===== src/rtl/lpset_crc_pkg.sv =====
// Shared types and constants for the serial CRC-16 engine.
package lpset_crc_pkg;

    localparam int unsigned CRC_W = 16;
    localparam int unsigned CNT_W = 16;

    localparam logic [CRC_W-1:0] CRC16_POLY = 16'h8005;
    localparam logic [CRC_W-1:0] CRC16_INIT = 16'h0000;

    typedef enum logic {
        IDLE = 1'b0,
        BUSY = 1'b1
    } state_t;

endpackage


===== src/rtl/crc16_step.sv =====
// One-bit Galois CRC-16 update: non-reflected, MSB-first, no augmentation.
module crc16_step
    import lpset_crc_pkg::*;
(
    input  logic [CRC_W-1:0] r_in,
    input  logic             data,
    input  logic [CRC_W-1:0] poly,
    output logic [CRC_W-1:0] r_out
);

    logic fb;

    always_comb begin
        fb    = data ^ r_in[CRC_W-1];
        r_out = {r_in[CRC_W-2:0], 1'b0} ^ (fb ? poly : {CRC_W{1'b0}});
    end

endmodule


===== src/rtl/lpset_crc.sv =====
// Serial CRC-16 engine: absorbs N_BITS message bits per start pulse.
// Define LPSET_CRC_CHECK_EN to add the registered crc_ok (zero-remainder) flag.
module lpset_crc
    import lpset_crc_pkg::*;
#(
    parameter int unsigned      N_BITS = 48,
    parameter logic [CRC_W-1:0] POLY   = CRC16_POLY,
    parameter logic [CRC_W-1:0] INIT   = CRC16_INIT
) (
    input  logic             clock,
    input  logic             reset_n,
    input  logic             start,
    input  logic             data,
    output logic             done,
`ifdef LPSET_CRC_CHECK_EN
    output logic             crc_ok,
`endif
    output logic [CRC_W-1:0] r
);

    state_t           state, state_n;
    logic [CNT_W-1:0] count, count_n;
    logic [CRC_W-1:0] r_n;
    logic [CRC_W-1:0] r_step;
    logic             done_n;

    crc16_step u_step (
        .r_in  (r),
        .data  (data),
        .poly  (POLY),
        .r_out (r_step)
    );

    // Next-state: start always (re)launches a run, even mid-run.
    always_comb begin
        state_n = state;
        count_n = count;
        r_n     = r;
        done_n  = done;
        if (start) begin
            state_n = BUSY;
            count_n = '0;
            r_n     = INIT;
            done_n  = 1'b0;
        end else if (state == BUSY) begin
            r_n     = r_step;
            count_n = count + CNT_W'(1);
            if (count_n == CNT_W'(N_BITS)) begin
                state_n = IDLE;
                done_n  = 1'b1;
            end
        end
    end

    always_ff @(posedge clock or negedge reset_n) begin
        if (!reset_n) begin
            state <= IDLE;
            count <= '0;
            r     <= '0;
            done  <= 1'b0;
        end else begin
            state <= state_n;
            count <= count_n;
            r     <= r_n;
            done  <= done_n;
        end
    end

`ifdef LPSET_CRC_CHECK_EN
    // Registered from next-state values so it tracks done/r in the same cycle.
    always_ff @(posedge clock or negedge reset_n) begin
        if (!reset_n) begin
            crc_ok <= 1'b0;
        end else begin
            crc_ok <= done_n & (r_n == '0);
        end
    end
`endif

endmodule


===== config.mk =====
export PLATFORM = sky130hd
export DESIGN_NAME = lpset_crc
export DESIGN_NICKNAME = d
export VERILOG_FILES = /design/src/rtl/lpset_crc_pkg.sv /design/src/rtl/crc16_step.sv /design/src/rtl/lpset_crc.sv
export SDC_FILE = /design/constraint.sdc
export NUM_CORES = 1
export LEC_CHECK = 0
export ABC_CLOCK_PERIOD_IN_PS = 1700
export CAP_MARGIN = 15
export CORE_MARGIN = 8
export CORE_UTILIZATION = 45
export CTS_CLUSTER_SIZE = 12
export DETAILED_ROUTE_END_ITERATION = 7
export GPL_ROUTABILITY_DRIVEN = 0
export PLACE_DENSITY = 0.76
export REMOVE_ABC_BUFFERS = 1
export SETUP_SLACK_MARGIN = 0.15
export SYNTH_ARGS = -nofsm -noshare
export SYNTH_HDL_FRONTEND = slang
export SYNTH_SLANG_ARGS = --single-unit

===== constraint.sdc =====
create_clock -name clock -period 1.7 [get_ports clock]
set_input_delay 0.34 -clock clock [delete_from_list [all_inputs] [get_ports clock]]
set_output_delay 0.34 -clock clock [all_outputs]
set_load 0.01 [all_outputs]

==> out/results.ini, run 1 <==
[yosys]
synth.distinct_cells = 32
synthArstFlopShare_pct = 100.0
avgSynthCellArea_um2 = 9.928
syn_inst = 185
ys_warn_count = 0
netlist_area_um2 = 1837
synth_edf_count = 0
ys_seq_area_share_pct = 46.32
synth-seq-cells = 34
ys.flop_type = dfrtp_1

[sta]
fin_crit_sh_pct = 98.82
slew-limit-headroom_pct = 70.95
final-hold-violation-count = 0
worst_pin_slew_ns = 0.4357
drv_slew = 0
fin_ws_ns = 0.02009
setup_violations = 0
rsz0062_at_grt = yes
max_freq_ghz = 0.5953
finClkSkew_ns = 0.009368
finalCriticalPeriod_ns = 1.680

[cts]
clock-sinks = 34
clock_latency_ns = 0.29
cts_root_buf = clkbuf_8
cts-buffers-inserted = 5
cts_tree = yes
cts_htree_levels = 2
clockBufferDepth = 2
path_clk_slew_ns = 0.08

[layout]
diodes = 0
design_area_um2 = 2349
syn2layout_area_growth_pct = 27.86
final_cell_mix = nor2_1, dfrtp_1, mux2i_1, buf_4, dlygate4sd2_1
drive_above_1_share_pct = 21.17
layout_commonest_cell = nor2_1
fin_nets = 227

[drt]
detail_route.iter0.violations = 138
drc = 0
vias = 1464
first_pass_iters = 4
detail-route-antenna-nets = 0
totalWireLength_um = 4127
post_drt_via_cell_ratio = 5.382
wl_per_cell_um = 15.17

[die]
row_count = 23
fp.dieH_um = 79.89
dieArea_um2 = 6382
die_x_um = 79.89
initial_core_util_pct = 46.25
num_io_pins = 21
core_um2 = 3971

[min_path]
min_path_type = in2async

[power_and_ir_drop]
p_leak_nw = 1.222
peakVddDrop_mv = 0.6556
seq_power_share_pct = 52.2
power.density_nw_per_um2 = 691.9
p_sw_mw = 0.4030
p_comb_share_pct = 9.3
pwr-share-clk_pct = 38.5
p_int_mw = 1.222
p_sw_share_pct = 24.80

[place]
pre_cts_slack_ns = -0.005037
dp_hpwl_um = 2668
io_buffers = 20
post_dp_cell_area_um2 = 2176

[setup_path]
setup.worst_path.class = reg2reg
cp.required_ns = 1.89
end_kind = flop
cp.arrival_ns = 1.87
r2r_slack_ns = 0.02
reg2reg_depth = 5
path_max_fanout = 5
startpoint_type = flop
reg2reg_from = count[2]
rr_endpoint = done

[run]
drv_cap = 0

[global_route]
grt_max_degree = 35
grt_pass1_wl_um = 6837
grt_pass1_vias = 1498
gr-total-overflow = 0
grt_antenna_before_repair = 0
grt_usage_pct = 13.49

[run_status]
status = complete, no violations

[synthesized netlist by cell type (2+ instances only)]
cell type	count	share of area, %
dfrtp_1	34	46
or3_1	2	0.68
o21ai_0	2	0.54
mux2i_1	18	9.8
clkbuf_1	7	1.4
a21oi_1	3	0.82
nor2b_1	2	0.68
xor2_1	14	6.7
and4_1	2	0.95
nand2_1	11	2.2
buf_2	5	1.4
xnor2_1	6	2.9
nand2b_1	2	0.68
nor4_2	2	1.4
nand4_1	10	3.4
nor2_1	38	7.8
nor3b_1	3	1.2
ha_1	2	1.4
nand3_1	5	1.4
and3_1	5	1.7
[power groups by stage]
stage | clock network [mW] | registers [mW] | logic (mW)
2_1_floorplan | 0 | 0.874 | 0.0478
3_3_place_gp | 0 | 0.861 | 0.151
3_5_place_dp | 0 | 0.862 | 0.152
4_1_cts | 0.643 | 0.847 | 0.152
5_1_grt | 0.665 | 0.850 | 0.169
6_report | 0.626 | 0.847 | 0.152
[repair_timing]
item | CTS | global route
pin swaps | 5 | 4
hold endpoints to repair | 0 | 0
setup buffers | 3 | 1
hold buffers | 0 | 0
endpoints found under the setup margin | 22 | 11
gates resized for setup | 25 | 12
[cell families (layout without fill, tap and decap cells)]
group / count (synthesis) / after routing / synth area share (%)
adder cells (fa/ha/maj): 2 / 2 / 1.362
AO/OA/AOI/OAI: 11 / 11 / 4.292
multiplexers: 18 / 18 / 9.809
AND/OR/NAND/NOR: 88 / 88 / 25.89
buffers and inverters: 12 / 49 / 2.793
XOR/XNOR: 20 / 20 / 9.537
flip-flops: 34 / 34 / 46.32
[registers in the layout (all words and copies together), names as in the netlist]
signal	flops
count	16
r	16
done	1
state	1
[worst max-delay path: stages (launching register included)]
cell and delay, ns:
dfrtp_2 0.43, nand4_4 0.19, nor4_2 0.34, xor2_1 0.29
nor3b_1 0.11, a31o_1 0.22
[worst max path at each step]
stage | slack, ns | start | cells past startpoint | to
floorplan | -0.21 | count[0] | 6 | state
global placement | 0.007 | count[0] | 6 | state
detailed placement | -0.005 | count[0] | 6 | state
CTS | 0.08 | count[1] | 6 | state
global route | -0.07 | count[4] | 6 | state
finish | 0.02 | count[2] | 5 | done
[final cells by class]
| cell class | instances | area [um^2] |
|---|---|---|
| multi-input combinational | 139 | 984.7 |
| tap | 50 | 62.56 |
| clock buffer | 7 | 86.33 |
| sequential | 34 | 857.1 |
| fill | 348 | 1623 |
| timing repair buffer | 41 | 352.8 |
| clock inverter | 1 | 5.005 |
[through the flow]
step	std cells	TNS [ns]	power, mW	utilization (%)	hold WS, ns
2_1_floorplan	173	-0.4574	0.9213	-	0.04441
3_3_place_gp	260	0	1.013	54.79	0.5275
3_5_place_dp	260	-0.005037	1.014	54.79	0.5411
4_1_cts	271	0	1.642	58.03	0.4622
5_1_grt	272	-0.1144	1.683	59.14	0.5006
6_report	272	0	1.625	59.14	0.4557
[metal layers]
metal | track usage (%) | share of wire (%) | vias up
met4 | 5.455 | 0.92 | 0
met5 | 0 | 0 | -
met1 | 16.33 | 46 | 721
met2 | 21.18 | 47 | 27
met3 | 4.842 | 5.5 | 5
li1 | - | - | 711
(Power assumes the default switching activity.)
==> run 2, diff against run 1 <==
PLACE_DENSITY = 0.69   (was 0.76)
==> run 2 against run 1 <==
Effect of this change:
- hold slack gained 0.0031 ns
- die area is the same
- non-clock buffer count shrank 6
- combinational power shrank 3%
- total power shrank 1.5%
- final cell count shrank 2.2%
- sequential share of layout area grew 1.0 points
- routed wire length shrank 5.4%
- count of clock-buffer cells in the layout is the same
- worst setup slack gained 0.012 ns
- clock power shrank 3%
- sequential cell count is the same
- highest routed layer unchanged
==> out/results.ini, run 2 (synthesis results as in run 1) <==
[setup_path]
cpPeakStageDelay_ns = 0.39
startpoint_type = flop
path_max_fanout = 2
cp.required_ns = 1.86
setup.worst_path.class = reg2reg
crit_slowest_cell = dfrtp_1
end_kind = flop
path_cells = ha_2 -> and4_4 -> a311o_1 -> and3_1 -> a221oi_2 -> a31oi_1
cp.arrival_ns = 1.83

[layout]
diodes = 0
syn2layout_area_growth_pct = 25.00
drive_above_1_share_pct = 18.52
fin_nets = 221
reg.largest.list = count x16, r x16
fillCellCount = 357
layout_commonest_cell = nor2_1
final_cell_mix = nor2_1, dfrtp_1, mux2i_1

[power_and_ir_drop]
power.density_nw_per_um2 = 697.4
total_power_mw = 1.601
peakVddDrop_mv = 0.5280
p_leak_nw = 1.215

[die]
num_io_pins = 21
dieArea_um2 = 6382
die_x_um = 79.89
core_um2 = 3971
fp.dieH_um = 79.89
initial_core_util_pct = 46.25
row_count = 23

[cts]
clockBufferDepth = 2
path_clk_slew_ns = 0.07
cts_tree = yes
cts-buffers-inserted = 5
cts_root_buf = clkbuf_8
cts_hold_buffers = 0
cts_htree_levels = 2
clock_latency_ns = 0.28
clock-sinks = 34

[drt]
vias = 1462
drc = 0
post_drt_via_cell_ratio = 5.496
wl_per_cell_um = 14.68
detail_route.iter0.violations = 89
detail-route-antenna-nets = 0
totalWireLength_um = 3905
first_pass_iters = 4

[sta]
rsz0062_at_grt = yes
drv_slew = 0
finClkSkew_ns = 0.005190
finalCriticalPeriod_ns = 1.668
setup_violations = 0
final-hold-violation-count = 0
fin_crit_sh_pct = 98.13
slew-limit-headroom_pct = 71.47
max_freq_ghz = 0.5994
worst_pin_slew_ns = 0.4280
fin_ws_ns = 0.03173

[place]
dp_hpwl_um = 2643
io_buffers = 20
pre_cts_slack_ns = -0.07042

[global_route]
grt_pass1_wl_um = 6354
grt_pass1_vias = 1423
grt_max_degree = 35
gr-total-overflow = 0
grt_usage_pct = 12.42
grt_antenna_before_repair = 0

[min_path]
min_path_type = in2async

[run_status]
status = complete, no violations

[run]
drv_cap = 0

run 2: cell types whose count changed in the layout (fill, tap and decap cells not counted), sizes merged:
cell / before / now
buf: 21 / 15
clkdlybuf4s50: 4 / 3
dlymetal6s2s: 1 / 2
run 2: power breakdown:
part           total (mW)  switching (mW)  internal, mW
registers           0.847          0.0177         0.830
logic               0.147          0.0832        0.0634
clock network       0.607           0.281         0.326
run 2: worst max-delay path: cells and delay by family (launching register included):
kind            cells  cell delay [ns]
compound gates      3             0.62
fa+ha+maj           1             0.19
flops               1             0.39
simple gates        2             0.35
run 2: routing by layer:
layer	track usage, %	vias to the layer above	wire (um)
met2	18.03	53	1755
met5	0	-	0
met3	6.532	6	345
met1	15.08	708	1768
met4	4.909	0	36
li1	-	695	-
run 2: per-stage QoR:
stage	TNS [ns]	cells	hold WS (ns)	area (um^2)	utilization, %
after floorplan	-0.4574	173	0.04441	1785	-
after global placement	-0.04816	256	0.5338	2158	54.35
after global routing	-0.008571	266	0.4931	2296	57.81
final	0	266	0.4588	2296	57.81
after detailed placement	-0.1250	256	0.5339	2158	54.35
after CTS	0	265	0.4822	2251	56.68
run 2: layout make-up:
class / instances / area, um^2 / share of cell area [%]
Clock inverter: 1 / 5.005 / 0.2180
Timing Repair Buffer: 35 / 315.3 / 13.73
Tap cell: 50 / 62.56 / 2.725
Multi-Input combinational cell: 139 / 965.9 / 42.07
Clock buffer: 7 / 86.33 / 3.760
Sequential cell: 34 / 860.8 / 37.49
run 2: worst paths after layout:
kind	start	to	slack [ns]	depth (start not counted)
worst max-delay path	count[1]	state	0.03	6
worst min-delay path	reset_n	count[8]	0.46	2
worst max register to register	count[1]	state	0.03	6
worst min register to register	r[11]	r[12]	0.54	2
max in group asynchronous	reset_n	count[10]	0.90	2
min in group clock	r[11]	r[12]	0.54	2
run 2: what timing repair did:
action	in CTS	in global routing
setup endpoints to repair	18	11
resized for setup	20	14
setup buffers	1	1
pin swaps	3	4
endpoints found under the hold margin	0	0
==> run 3, diff against run 2 <==
ABC_AREA = 1   (was not set)
==> run 3 against run 2 <==
Effect of this change:
- critical endpoint unchanged
- worst setup slack improved by 0.084 ns
- non-clock buffer count fell by 1
- via count rose by 3.5%
- global-route usage rose by 1.4 points
- critical path type unchanged
- sequential cell count did not move
- sequential power barely moved
- synthesized cell count rose by 15%
- combinational power rose by 5%
==> out/results.ini, run 3 <==
[yosys]
netlist_area_um2 = 1715
synth-seq-cells = 34
synth.top_cell.area_share_pct = 49.60
synthAdderAreaFrac_pct = 1.459
ys_seq_area_share_pct = 49.60
ys.flop_type = dfrtp_1
synth.distinct_cells = 24
synth_area_leaders = dfrtp_1, nand2_1, inv_1, o22ai_1, o21ai_0
synth_compound_area_share_pct = 11.96
synthXorXnorAreaFrac_pct = 2.042
synth_edf_count = 0
ys_warn_count = 0
synth_most_common_cell = nand2_1
synth.area.mux_share_pct = 0
synthArstFlopShare_pct = 100.0
avgSynthCellArea_um2 = 8.091
syn_inst = 212
synth_common_cells = nand2_1, dfrtp_1, inv_1, o22ai_1, nor2_1
synth-simple-area-share_pct = 26.99
synth_top_area_cell = dfrtp_1
synth_top_family_by_area = simple AND/OR/NAND/NOR gates

[global_route]
gr-total-overflow = 0
grt_pass1_vias = 1464
grt_max_degree = 35
grt_usage_pct = 13.84
grt_antenna_before_repair = 0
grt_pass1_wl_um = 6810

[setup_path]
end_kind = flop
cp.arrival_ns = 1.75
setup.worst_path.class = reg2reg
path_max_fanout = 3
startpoint_type = flop
cp.required_ns = 1.86

[cts]
clock-sinks = 34
cts-buffers-inserted = 5
cts_root_buf = clkbuf_8
cts_hold_buffers = 0
path_clk_slew_ns = 0.07
cts_tree = yes
cts_htree_levels = 2
clockBufferDepth = 2
clock_latency_ns = 0.28

[place]
pre_cts_slack_ns = 0.04430
post_dp_cell_area_um2 = 2028
dp_hpwl_um = 2784
io_buffers = 20

[sta]
setup_violations = 0
finalCriticalPeriod_ns = 1.584
final-hold-violation-count = 0
drv_slew = 0
timing.hold.ws_ns = 0.4703
fin_ws_ns = 0.1162
slew-limit-headroom_pct = 70.95
max_freq_ghz = 0.6314
fin_crit_sh_pct = 93.17
worst_pin_slew_ns = 0.4358
rsz0062_at_grt = yes
finClkSkew_ns = 0.006581

[power_and_ir_drop]
p_comb_share_pct = 9.7
peakVddDrop_mv = 0.4885
p_sw_share_pct = 23.76
p_leak_nw = 1.082
power.density_nw_per_um2 = 709.6
p_sw_mw = 0.3784
pwr-share-clk_pct = 37.0
seq_power_share_pct = 53.4
p_int_mw = 1.214

[die]
core_um2 = 3661
num_io_pins = 21
die_x_um = 77.74
dieArea_um2 = 6044
row_count = 22
initial_core_util_pct = 46.86
fp.dieH_um = 77.74

[layout]
final_cell_mix = nand2_1, dfrtp_1, inv_1
drive_above_1_share_pct = 19.43
layout_commonest_cell = nand2_1
diodes = 0
reg.largest.list = count x16, r x16
syn2layout_area_growth_pct = 30.85
design_area_um2 = 2245
fillCellCount = 325
fin_nets = 254
multi_input_area_um2 = 794.5
seqCellArea_um2 = 852.1

[drt]
totalWireLength_um = 4189
wl_per_cell_um = 14.20
detail-route-antenna-nets = 0
vias = 1513
first_pass_iters = 4
detail_route.iter0.violations = 176
drc = 0
post_drt_via_cell_ratio = 5.129

[run]
drv_cap = 0

[run_status]
status = complete, no violations

[min_path]
min_path_type = in2async

==> run 3: changes by cell type in the layout (fill, tap and decap cells not counted), sizes merged, moves of 6 or more <==
cell           change
nand2             +48
inv               +31
mux2i             -18
nor2              -16
o22ai             +16
o21ai             +13
dlygate4sd2       -12
xor2              -11
nand3              +8
clkdlybuf4s50      +7
nand4              -6
==> run 3: area by class of cell <==
| type | instances | area share, % |
|---|---|---|
| multi-input combinational | 142 | 35.40 |
| clock buffer | 6 | 3.679 |
| timing repair buffer | 34 | 15.11 |
| tap | 48 | 2.676 |
| sequential | 34 | 37.96 |
| inverter | 31 | 5.184 |
==> run 3: worst max-delay path, cell delays in order, from the launching register on <==
cell	delay, ns
dfrtp_1	0.42
ha_4	0.20
buf_4	0.14
nor2_2	0.08
nor2_2	0.06
nor2_1	0.10
nand3_1	0.08
nor2_1	0.09
nand2_1	0.07
nor2_2	0.15
a21oi_1	0.08
==> run 3: worst paths after layout <==
check                      cells past startpoint     start  slack (ns)       end
max in group asynchronous                      2   reset_n        0.91  count[2]
min                                            2   reset_n        0.47  count[1]
min reg2reg                                    2      done        0.49      done
max reg2reg                                   10  count[0]        0.12     state
min in group clock                             2      done        0.49      done
max                                           10  count[0]        0.12     state
==> run 3: logic make-up (layout without fill, tap and decap cells) <==
kind of cell    after synthesis  count (layout)
compound gates               35              35
xor+xnor                      4               4
fa+ha+maj                     2               2
buf+inv                      36              71
flops                        34              34
simple gates                101             101
==> run 3: timing repair <==
item                       in CTS  in global routing
pin swaps                       2                 11
setup buffers                   2                  4
setup endpoints to repair       5                 10
gates resized for setup         6                 24
==> run 3: power by group through the flow <==
stage	registers (mW)	logic (mW)	clock network, mW
6_report	0.850	0.154	0.589
5_1_grt	0.851	0.170	0.639
4_1_cts	0.845	0.141	0.602
3_5_place_dp	0.859	0.143	0
3_3_place_gp	0.859	0.142	0
2_1_floorplan	0.868	0.0496	0
==> run 3: metal layers <==
| metal | track usage [%] | part of all wire [%] |
|---|---|---|
| met1 | 17.79 | 45 |
| met2 | 20.80 | 48 |
| met3 | 5.300 | 6.1 |
| met4 | 4.528 | 0.91 |
| met5 | 0 | 0 |
==> run 3: stage by stage <==
stage | power (mW) | cells | TNS [ns] | utilization, %
6_report | 1.593 | 295 | 0 | 61.31
5_1_grt | 1.660 | 295 | -0.01440 | 61.31
4_1_cts | 1.588 | 291 | 0 | 58.17
3_5_place_dp | 1.002 | 283 | 0 | 55.40
3_3_place_gp | 1.001 | 283 | 0 | 55.40
2_1_floorplan | 0.9178 | 207 | 0 | -
